**src/rtl/frv_dmem_arbiter_pkg.sv**
```systemverilog
// Shared definitions for the data-memory arbiter: port IDs, bus widths and
// the unlocked arbitration rule.
package frv_dmem_arbiter_pkg;

    localparam logic ARB_P0 = 1'b0;
    localparam logic ARB_P1 = 1'b1;

    localparam int ADDR_W = 32;
    localparam int DATA_W = 32;
    localparam int STRB_W = 4;

    // Pick a winner when no handshake is in progress. With nobody requesting
    // the choice is irrelevant, so port 0 is returned.
    function automatic logic arb_pick(
        input logic req0,
        input logic req1,
        input logic fixed_prio,
        input logic last
    );
        logic win;
        case ({req1, req0})
            2'b01:   win = ARB_P0;
            2'b10:   win = ARB_P1;
            2'b11:   win = fixed_prio ? ARB_P0 : ~last;
            default: win = ARB_P0;
        endcase
        return win;
    endfunction

endpackage

```
**src/rtl/frv_arb_id_fifo.sv**
```systemverilog
// Owner-ID FIFO: remembers which port owns each accepted-but-unanswered
// memory transaction so in-order responses can be routed back.
module frv_arb_id_fifo #(
    parameter int DEPTH = 2,
    parameter int CNT_W = $clog2(DEPTH + 1)
) (
    input  logic             g_clk,
    input  logic             g_reset,
    input  logic             push,
    input  logic             push_data,
    input  logic             pop,
    output logic             head,
    output logic             full,
    output logic             empty,
    output logic [CNT_W-1:0] count
);

    localparam int PTR_W = (DEPTH > 1) ? $clog2(DEPTH) : 1;

    logic [DEPTH-1:0] mem_r;
    logic [PTR_W-1:0] wr_ptr_r;
    logic [PTR_W-1:0] rd_ptr_r;
    logic [CNT_W-1:0] count_r;
    logic             push_ok_s;
    logic             pop_ok_s;

    // Pointers wrap at DEPTH, which need not be a power of two.
    function automatic logic [PTR_W-1:0] ptr_inc(input logic [PTR_W-1:0] p);
        logic [PTR_W-1:0] nxt;
        if (p == PTR_W'(DEPTH - 1)) begin
            nxt = {PTR_W{1'b0}};
        end else begin
            nxt = p + PTR_W'(1'b1);
        end
        return nxt;
    endfunction

    assign full      = (count_r == CNT_W'(DEPTH));
    assign empty     = (count_r == {CNT_W{1'b0}});
    assign push_ok_s = push && !full;
    assign pop_ok_s  = pop && !empty;
    assign head      = mem_r[rd_ptr_r];
    assign count     = count_r;

    // Storage, pointers and occupancy; simultaneous push and pop keep the count.
    always_ff @(posedge g_clk) begin
        if (g_reset) begin
            mem_r    <= {DEPTH{1'b0}};
            wr_ptr_r <= {PTR_W{1'b0}};
            rd_ptr_r <= {PTR_W{1'b0}};
            count_r  <= {CNT_W{1'b0}};
        end else begin
            if (push_ok_s) begin
                mem_r[wr_ptr_r] <= push_data;
                wr_ptr_r        <= ptr_inc(wr_ptr_r);
            end
            if (pop_ok_s) begin
                rd_ptr_r <= ptr_inc(rd_ptr_r);
            end
            case ({push_ok_s, pop_ok_s})
                2'b10:   count_r <= count_r + CNT_W'(1'b1);
                2'b01:   count_r <= count_r - CNT_W'(1'b1);
                default: count_r <= count_r;
            endcase
        end
    end

endmodule

```
**src/rtl/frv_dmem_arbiter.sv**
```systemverilog
// Two-port data-memory arbiter: port 0 (LSU) and port 1 (secondary master)
// share one memory bus. Request arbitration and response routing are
// combinational; only lock, last-owner and the owner FIFO are registered.
module frv_dmem_arbiter
    import frv_dmem_arbiter_pkg::*;
#(
    parameter int OUTSTANDING = 2,
    parameter int FIXED_PRIO  = 0
) (
    input  logic              g_clk,
    input  logic              g_reset,

    input  logic              p0_req,
    input  logic              p0_wen,
    input  logic [STRB_W-1:0] p0_strb,
    input  logic [DATA_W-1:0] p0_wdata,
    input  logic [ADDR_W-1:0] p0_addr,
    output logic              p0_gnt,
    output logic              p0_recv,
    input  logic              p0_ack,
    output logic              p0_error,
    output logic [DATA_W-1:0] p0_rdata,

    input  logic              p1_req,
    input  logic              p1_wen,
    input  logic [STRB_W-1:0] p1_strb,
    input  logic [DATA_W-1:0] p1_wdata,
    input  logic [ADDR_W-1:0] p1_addr,
    output logic              p1_gnt,
    output logic              p1_recv,
    input  logic              p1_ack,
    output logic              p1_error,
    output logic [DATA_W-1:0] p1_rdata,

    output logic              m_req,
    output logic              m_wen,
    output logic [STRB_W-1:0] m_strb,
    output logic [DATA_W-1:0] m_wdata,
    output logic [ADDR_W-1:0] m_addr,
    input  logic              m_gnt,
    input  logic              m_recv,
    input  logic              m_error,
    input  logic [DATA_W-1:0] m_rdata,
    output logic              m_ack,

    output logic              idle,
    output logic              spurious
);

    localparam int CNT_W = $clog2(OUTSTANDING + 1);

    logic             lock_r;
    logic             lock_id_r;
    logic             last_r;
    logic             pick_s;
    logic             sel_s;
    logic             sel_req_s;
    logic             grant_s;
    logic             pop_s;
    logic             full_s;
    logic             empty_s;
    logic             head_s;
    logic [CNT_W-1:0] count_s;

    // While a request waits for m_gnt the owner is frozen so the memory-side
    // request cannot change mid-handshake.
    assign pick_s = arb_pick(p0_req, p1_req, (FIXED_PRIO != 0), last_r);
    assign sel_s  = lock_r ? lock_id_r : pick_s;

    // Route the selected port's request fields onto the memory bus.
    always_comb begin
        if (sel_s == ARB_P1) begin
            sel_req_s = p1_req;
            m_wen     = p1_wen;
            m_strb    = p1_strb;
            m_wdata   = p1_wdata;
            m_addr    = p1_addr;
        end else begin
            sel_req_s = p0_req;
            m_wen     = p0_wen;
            m_strb    = p0_strb;
            m_wdata   = p0_wdata;
            m_addr    = p0_addr;
        end
    end

    // A full FIFO blocks new requests; a pop in the same cycle does not bypass.
    assign m_req   = !g_reset && !full_s && sel_req_s;
    assign grant_s = m_req && m_gnt;
    assign p0_gnt  = grant_s && (sel_s == ARB_P0);
    assign p1_gnt  = grant_s && (sel_s == ARB_P1);

    // Steer the in-order response to the FIFO head's owner, or drain it when
    // nothing is outstanding.
    always_comb begin
        p0_recv  = 1'b0;
        p1_recv  = 1'b0;
        m_ack    = 1'b0;
        spurious = 1'b0;
        if (g_reset) begin
            m_ack    = 1'b0;
            spurious = 1'b0;
        end else if (!empty_s) begin
            if (head_s == ARB_P1) begin
                p1_recv = m_recv;
                m_ack   = p1_ack;
            end else begin
                p0_recv = m_recv;
                m_ack   = p0_ack;
            end
        end else begin
            m_ack    = m_recv;
            spurious = m_recv;
        end
    end

    // Read data and error are broadcast; recv alone qualifies them.
    assign p0_rdata = m_rdata;
    assign p1_rdata = m_rdata;
    assign p0_error = m_error;
    assign p1_error = m_error;

    assign pop_s = m_recv && m_ack && !empty_s;
    assign idle  = g_reset || ((count_s == {CNT_W{1'b0}}) && !m_req);

    // Lock the owner on a stalled request and remember the last grant for
    // round-robin; last resets to port 1 so port 0 wins the first conflict.
    always_ff @(posedge g_clk) begin
        if (g_reset) begin
            lock_r    <= 1'b0;
            lock_id_r <= ARB_P0;
            last_r    <= ARB_P1;
        end else begin
            if (m_req && !m_gnt) begin
                lock_r    <= 1'b1;
                lock_id_r <= sel_s;
            end else if (grant_s) begin
                lock_r    <= 1'b0;
            end
            if (grant_s) begin
                last_r <= sel_s;
            end
        end
    end

    frv_arb_id_fifo #(
        .DEPTH (OUTSTANDING),
        .CNT_W (CNT_W)
    ) u_id_fifo (
        .g_clk     (g_clk),
        .g_reset   (g_reset),
        .push      (grant_s),
        .push_data (sel_s),
        .pop       (pop_s),
        .head      (head_s),
        .full      (full_s),
        .empty     (empty_s),
        .count     (count_s)
    );

endmodule

```
**config.mk**
```make
export PLATFORM = sky130hd
export DESIGN_NAME = frv_dmem_arbiter
export DESIGN_NICKNAME = d
export VERILOG_FILES = /design/src/rtl/frv_dmem_arbiter_pkg.sv /design/src/rtl/frv_arb_id_fifo.sv /design/src/rtl/frv_dmem_arbiter.sv
export SDC_FILE = /design/constraint.sdc
export NUM_CORES = 1
export LEC_CHECK = 0
export ABC_AREA = 1
export BUFFER_PORTS_ARGS = -buffer_cell sky130_fd_sc_hd__buf_4
export CAP_MARGIN = 20
export CORE_AREA = 8 8 120 122
export CTS_BUF_LIST = sky130_fd_sc_hd__clkbuf_2 sky130_fd_sc_hd__clkbuf_4 sky130_fd_sc_hd__clkbuf_8
export DETAILED_ROUTE_END_ITERATION = 10
export DIE_AREA = 0 0 128 130
export GPL_TIMING_DRIVEN = 0
export PLACE_DENSITY_LB_ADDON = 0.1
export RECOVER_POWER = 50
export SYNTH_ARGS = -nofsm -noshare
export SYNTH_HDL_FRONTEND = slang
export SYNTH_SLANG_ARGS = --single-unit
```
**constraint.sdc**
```tcl
create_clock -name g_clk -period 1.82 [get_ports g_clk]
set_input_delay 0.273 -clock g_clk [delete_from_list [all_inputs] [get_ports g_clk]]
set_output_delay 0.273 -clock g_clk [all_outputs]
set_load 0.005 [all_outputs]
```
Word-level counts from Yosys, hierarchy flattened
Index checks and enable logic that the tools add are counted.

Input port bits: 179. Memory bits (writable): 0. Memories kept: 0. Memory bits (read-only): 0. Bits in latches: 0. Register bits after elaboration: 9.

Magnitude comparators: 3. Add/subtract/negate cells: 4. Reductions and logical operators: 21. Shift operators: 0. Div/mod/pow operators: 0. Multiply operators: 0. Multiplexer cells: 28. Bitwise operators: 2. Equality and inequality tests: 5.

Operators by type and width (count): two-way mux 32 bit (2); two-way mux 1 bit (21); logical AND 1 bit (12); equality test 2 bit (second input constant) (4); zero test 1 bit (5); < comparator 1 x 2 -> 1 bit (second input constant) (2); two-way mux 4 bit (1); one-hot mux 2 bit (2 select lines) (1); nonzero test 2 bit (2); adder 1 bit (second input constant) (2); adder 2 x 1 -> 2 bit (second input constant) (1); bitwise mux 2 bit (1); equality test 2 x 1 -> 1 bit (second input constant) (1); zero test 2 bit (1); NOT 1 bit (2); one-hot mux 1 bit (2 select lines) (1); subtractor 2 x 1 -> 2 bit (second input constant) (1); demux 1 bit (select 1 bit) (1); greater-or-equal comparator 1 bit (second input constant) (1); logical OR 1 bit (1).

Logic depth before layout (Yosys ltp)
Depth in word-level cells: 10. Mapped depth: 14. Gate-level depth less buffers: 14.

Modules after synthesis
Synthesis repeated with hierarchy kept, for this count alone.

Cell total of the unflattened synthesis: 388. Area total of the unflattened synthesis: 1966.9 um^2.

Modules (own cells, without submodules): frv_dmem_arbiter (times used 1, cells an instance 336, area an instance 1632.8 um^2); frv_arb_id_fifo (times used 1, cells an instance 52, area an instance 334.1 um^2).

Worst setup path before layout
OpenSTA, ideal clock, no wires.

Path type: reg2reg. Start: reg u_id_fifo.mem_r[0]. End: reg u_id_fifo.count_r[1], in the netlist u_id_fifo.count[1]. Buffers on the path: 0. Arrival time: 1.497 ns. Cell stages (with the launch flop): 14. Library setup time: 0.070 ns. Data required time: 1.750 ns. Slack: 0.253 ns. Cells stage by stage: dfxtp_1 inv_1 o21ai_0 nand2_1 nand2_1 inv_1 nand2_1 inv_1 ha_1 a21oi_1 o21ai_0 inv_1 o21ai_0 a21oi_1.

Longest elaborated chain between the ends: 10. Elaborated cells on any way between the ends: 12. Those cells by class: eq/ne (2); mux (6); reduce/logical (4).

RTL lines: from (decl) (line frv_arb_id_fifo.sv:20) `logic [DEPTH-1:0] mem_r;`; from (signal assigned) (line frv_arb_id_fifo.sv:48) `mem_r <= {DEPTH{1'b0}};`; from (signal, indexed assignment) (line frv_arb_id_fifo.sv:54) `mem_r[wr_ptr_r] <= push_data;`; two-way mux 1 bit (implied by the code) * (2 in a row) (line frv_arb_id_fifo.sv:42) `assign head = mem_r[rd_ptr_r];`; two-way mux 1 bit * (line frv_dmem_arbiter.sv:104) `if (head_s == ARB_P1) begin`; two-way mux 1 bit * (line frv_dmem_arbiter.sv:103) `end else if (!empty_s) begin`; two-way mux 1 bit * (line frv_dmem_arbiter.sv:100) `if (g_reset) begin`; logical AND 1 bit * (2 in a row) (line frv_dmem_arbiter.sv:123) `assign pop_s = m_recv && m_ack && !empty_s;`; logical AND 1 bit * (line frv_arb_id_fifo.sv:41) `assign pop_ok_s = pop && !empty;`; net u_id_fifo.pop_ok_s (line frv_arb_id_fifo.sv:25) `logic pop_ok_s;`; equality test 2 x 1 -> 1 bit / equality test 2 bit (equally long branches) (line frv_arb_id_fifo.sv:60) `case ({push_ok_s, pop_ok_s})`; one-hot mux 2 bit (2 select lines) / nonzero test 2 bit (equally long branches); to (signal assigned) (line frv_arb_id_fifo.sv:61) `2'b10: count_r <= count_r + CNT_W'(1'b1);`; to (signal assigned) (line frv_arb_id_fifo.sv:62) `2'b01: count_r <= count_r - CNT_W'(1'b1);`; to (signal assigned) (line frv_arb_id_fifo.sv:63) `default: count_r <= count_r;`; to (decl) (line frv_arb_id_fifo.sv:23) `logic [CNT_W-1:0] count_r;`.

Mark *: on every way through the listed nets, which the timed path passes. The rest lies on a longest branch. The select of a mux whose other input is x is not followed. A chain may end at the register's enable or synchronous reset.

Worst setup path after layout
Start: reg lock_r. End: out m_addr[3].

Longest elaborated chain between the ends: 2.

RTL lines: from (decl) (line frv_dmem_arbiter.sv:52) `logic lock_r;`; from (signal assigned) (line frv_dmem_arbiter.sv:130) `lock_r <= 1'b0;`; from (signal assigned) (line frv_dmem_arbiter.sv:135) `lock_r <= 1'b1;`; from (signal assigned) (line frv_dmem_arbiter.sv:138) `lock_r <= 1'b0;`; two-way mux 1 bit (line frv_dmem_arbiter.sv:68) `assign sel_s = lock_r ? lock_id_r : pick_s;`; two-way mux 32 bit (line frv_dmem_arbiter.sv:72) `if (sel_s == ARB_P1) begin`; to (decl) (line frv_dmem_arbiter.sv:39) `output logic [ADDR_W-1:0] m_addr,`.

Every way passes these cells.

==> impl_results.md <==
- Status: finished clean
- Synth Area in Simple Gates: 0.522
- Initial Util: 0.157
- Core ar.: 0.0124 mm²
- Clk sinks: 9
- Vias: 3132
- Later-pin clock latency in the skew report: 230 ps
- Synthesized flop and latch total: 9
- Final hold vios: 0
- Area share of the largest cell type after synthesis: 0.427
- Clock transition at the registers of the reported paths: 50 ps
- Ys Warns: 0
- Delay-heaviest family, CP: buffers and inverters
- Io pins: 322
- Min Tclk post-route: 1720 ps
- GPL Wtd Cong: 0.754
- Hold Startpoint: g_reset
- Area growth from synthesis to layout: 125%
- First-pass GRT wire length: 15.8 mm
- Pre-Repair DR Iteration Count: 4
- R2r startpoint: u_id_fifo.count[0]
- Die W: 128 µm
- Critical path startpoint category: flip-flop
- Synth cell types: 24
- CTS tree: yes
- RSZ-0062 raised after global routing: yes
- Worst path buffer plus inverter count: 4
- Final HPWL DP: 10.2 mm
- Crit share post-route: 0.943
- Reg-to-reg endpoint: u_id_fifo.count[1]
- Worst Hold Endpoint: u_id_fifo.mem_r[0]
- Drt via density: 3.74
- CP required: 1550 ps
- Post-synthesis mux area share: 0
- Crit path cell chain: inv_2 > nand3_2 > nand2_4 > inv_6 > buf_4 > nand2_1 > nand2_1 > buf_4
- Initial antenna violation count: 0
- Fmax: 583 MHz
- Skew final: 1.61 ps
- Vias in the first global route: 3120
- Row Count: 41
- Synth Flop Type: dfxtp_1
- Leakage power: 2.67 nW
- Largest family of logic cells by synthesized area: simple AND/OR/NAND/NOR gates
- Drt drc: 0
- Largest cells by area after synthesis: nand2_1 43%, buf_4 25%, dfxtp_1 9.2%
- Area leader, netlist: nand2_1
- Peak VDD IR: 146 µV
- Synthesized Nets: 554
- Gate Count Post-Synth: 374
- Number of H-tree levels: 1
- Pwr per Cell Area: 364 mW/mm²
- Largest fanout on the critical path: 10
- Most frequent cells after synthesis: 222 x nand2_1, 66 x buf_4, 16 x inv_1
- Hold Buf Count CTS: 0
- Total power: 0.00160 W
- Compound-Gate Fraction of Synth Area: 0.0410
- Delay of the slowest critical-path stage: 350 ps
- Top-count cell post-synth: nand2_1
- Post-synthesis adder-cell area fraction: 0.00641
- Die Span Y: 130 µm
- Root Buffer: clkbuf_8
- Worst Setup End Kind: output pin
- Post-synth ARST share: 0
- Fin. max-slew vios: 0
- Max cap viols: 0
- Grt ovf: 0
- Sequential share of the synthesized area: 0.0923
- Gr usage total: 0.116
- Initial DRC count: 57
- Mean Syn Cell Area: 5.22 µm²
- Final ANT Viol Nets: 0
- Cts bufs inserted: 3
- Layout cells sized above 1: 0.581
- Drt wl/cell: 13.5 µm
- Synth Area in XOR/XNOR: 0.00449
- CP Data Arrival Time: 1440 ps
- WHS Path Cells: 2
- Deepest clock path buffer count: 2
- Pin slew with the least headroom to its limit: 192 ps
- Final Non-Filler Cells: 838
- Final setup viols: 0
- Placed Cells: 834
- Slew headroom: 0.872
- # nets final: 847
- ANT cells: 0
- Flop2flop setup slack: 180 ps
- Number of port buffers: 288
- Crit-path slowest cell: dfxtp_1
- Synthesized area: 0.00195 mm²
- Largest net degree at the start of global routing: 11
- Die area: 0.0166 mm²
- Number of flops mapped to enable cells by yosys: 0
- Worst Hold Class: in2reg
- Reg2Reg Depth: 11
- Total Routed Length: 11.3 mm
- Type of the worst setup path: reg2out
- CP startpoint: lock_r
worst max path at each step:
stage                               endpoint  cells past startpoint
final                              m_addr[3]                      8
after global placement    u_id_fifo.count[1]                     11
after CTS                         m_wdata[7]                      8
after floorplan           u_id_fifo.count[1]                     13
after detailed placement  u_id_fifo.count[1]                     11
after global routing              m_addr[14]                      7
per-layer routing:
layer  track usage  up-vias  share of wire
met5             0        -              0
met4        0.0161        0         0.0059
met3        0.0592        4           0.13
met2         0.238      162           0.55
met1         0.100     1329           0.32
li1              -     1637              -
placed cells by master (no fill, tap or decap), types with 5 or more instances in the layout:
| cell | netlist | layout |
|---|---|---|
| clkbuf_1 | 0 | 7 |
| dfxtp_1 | 9 | 8 |
| clkbuf_4 | 0 | 61 |
| buf_2 | 13 | 6 |
| nor2_1 | 10 | 10 |
| a21oi_1 | 5 | 5 |
| nand2_1 | 222 | 222 |
| inv_1 | 16 | 16 |
| buf_4 | 66 | 294 |
cell families (layout without fill, tap and decap cells):
kind of cell / after synthesis / count (layout)
simple gates: 248 / 248
buf+inv: 101 / 393
compound gates: 14 / 14
flops: 9 / 9
fa+ha+maj: 1 / 1
xor+xnor: 1 / 1
cell type report:
type / count / area, µm²
timing repair buffer: 288 / 2140
multi-input combinational: 264 / 1140
tap: 172 / 215
clock buffer: 4 / 48.8
inverter: 21 / 85.1
buffer: 80 / 589
fill: 1416 / 8020
sequential: 9 / 181
through the flow:
step	utilization	cell area, µm²	hold slack (ps)	setup TNS, ps	setup WS [ps]
finish	0.354	4400	258	0	104
global route	0.354	4400	274	-62.7	-12.7
CTS	0.353	4390	255	-73.2	-14.4
detailed placement	0.349	4330	475	0	82.3
global placement	0.349	4330	471	0	75.0
floorplan	-	1950	342	0	253
report_power, final:
part | switching (W) | leakage [nW] | total (W) | internal (W)
clock network | 0.0000774 | 0.0262 | 0.000245 | 0.000167
logic | 0.000446 | 2.57 | 0.00113 | 0.000687
registers | 0.0000105 | 0.0740 | 0.000220 | 0.000209
timing repair:
| action | 4_1_cts | 5_1_grt |
|---|---|---|
| hold endpoints to repair | 0 | 0 |
| gates resized for setup | 3 | 16 |
| setup buffers | 0 | 0 |
| endpoints found under the setup margin | 60 | 46 |
flip-flops by register name, summed over array words and instances (netlist names):
register,cells
u_id_fifo.count,2
u_id_fifo.mem_r,2
last_r,1
lock_id_r,1
lock_r,1
u_id_fifo.rd_ptr_r,1
u_id_fifo.wr_ptr_r,1
Power figures use the tool's default switching activity.
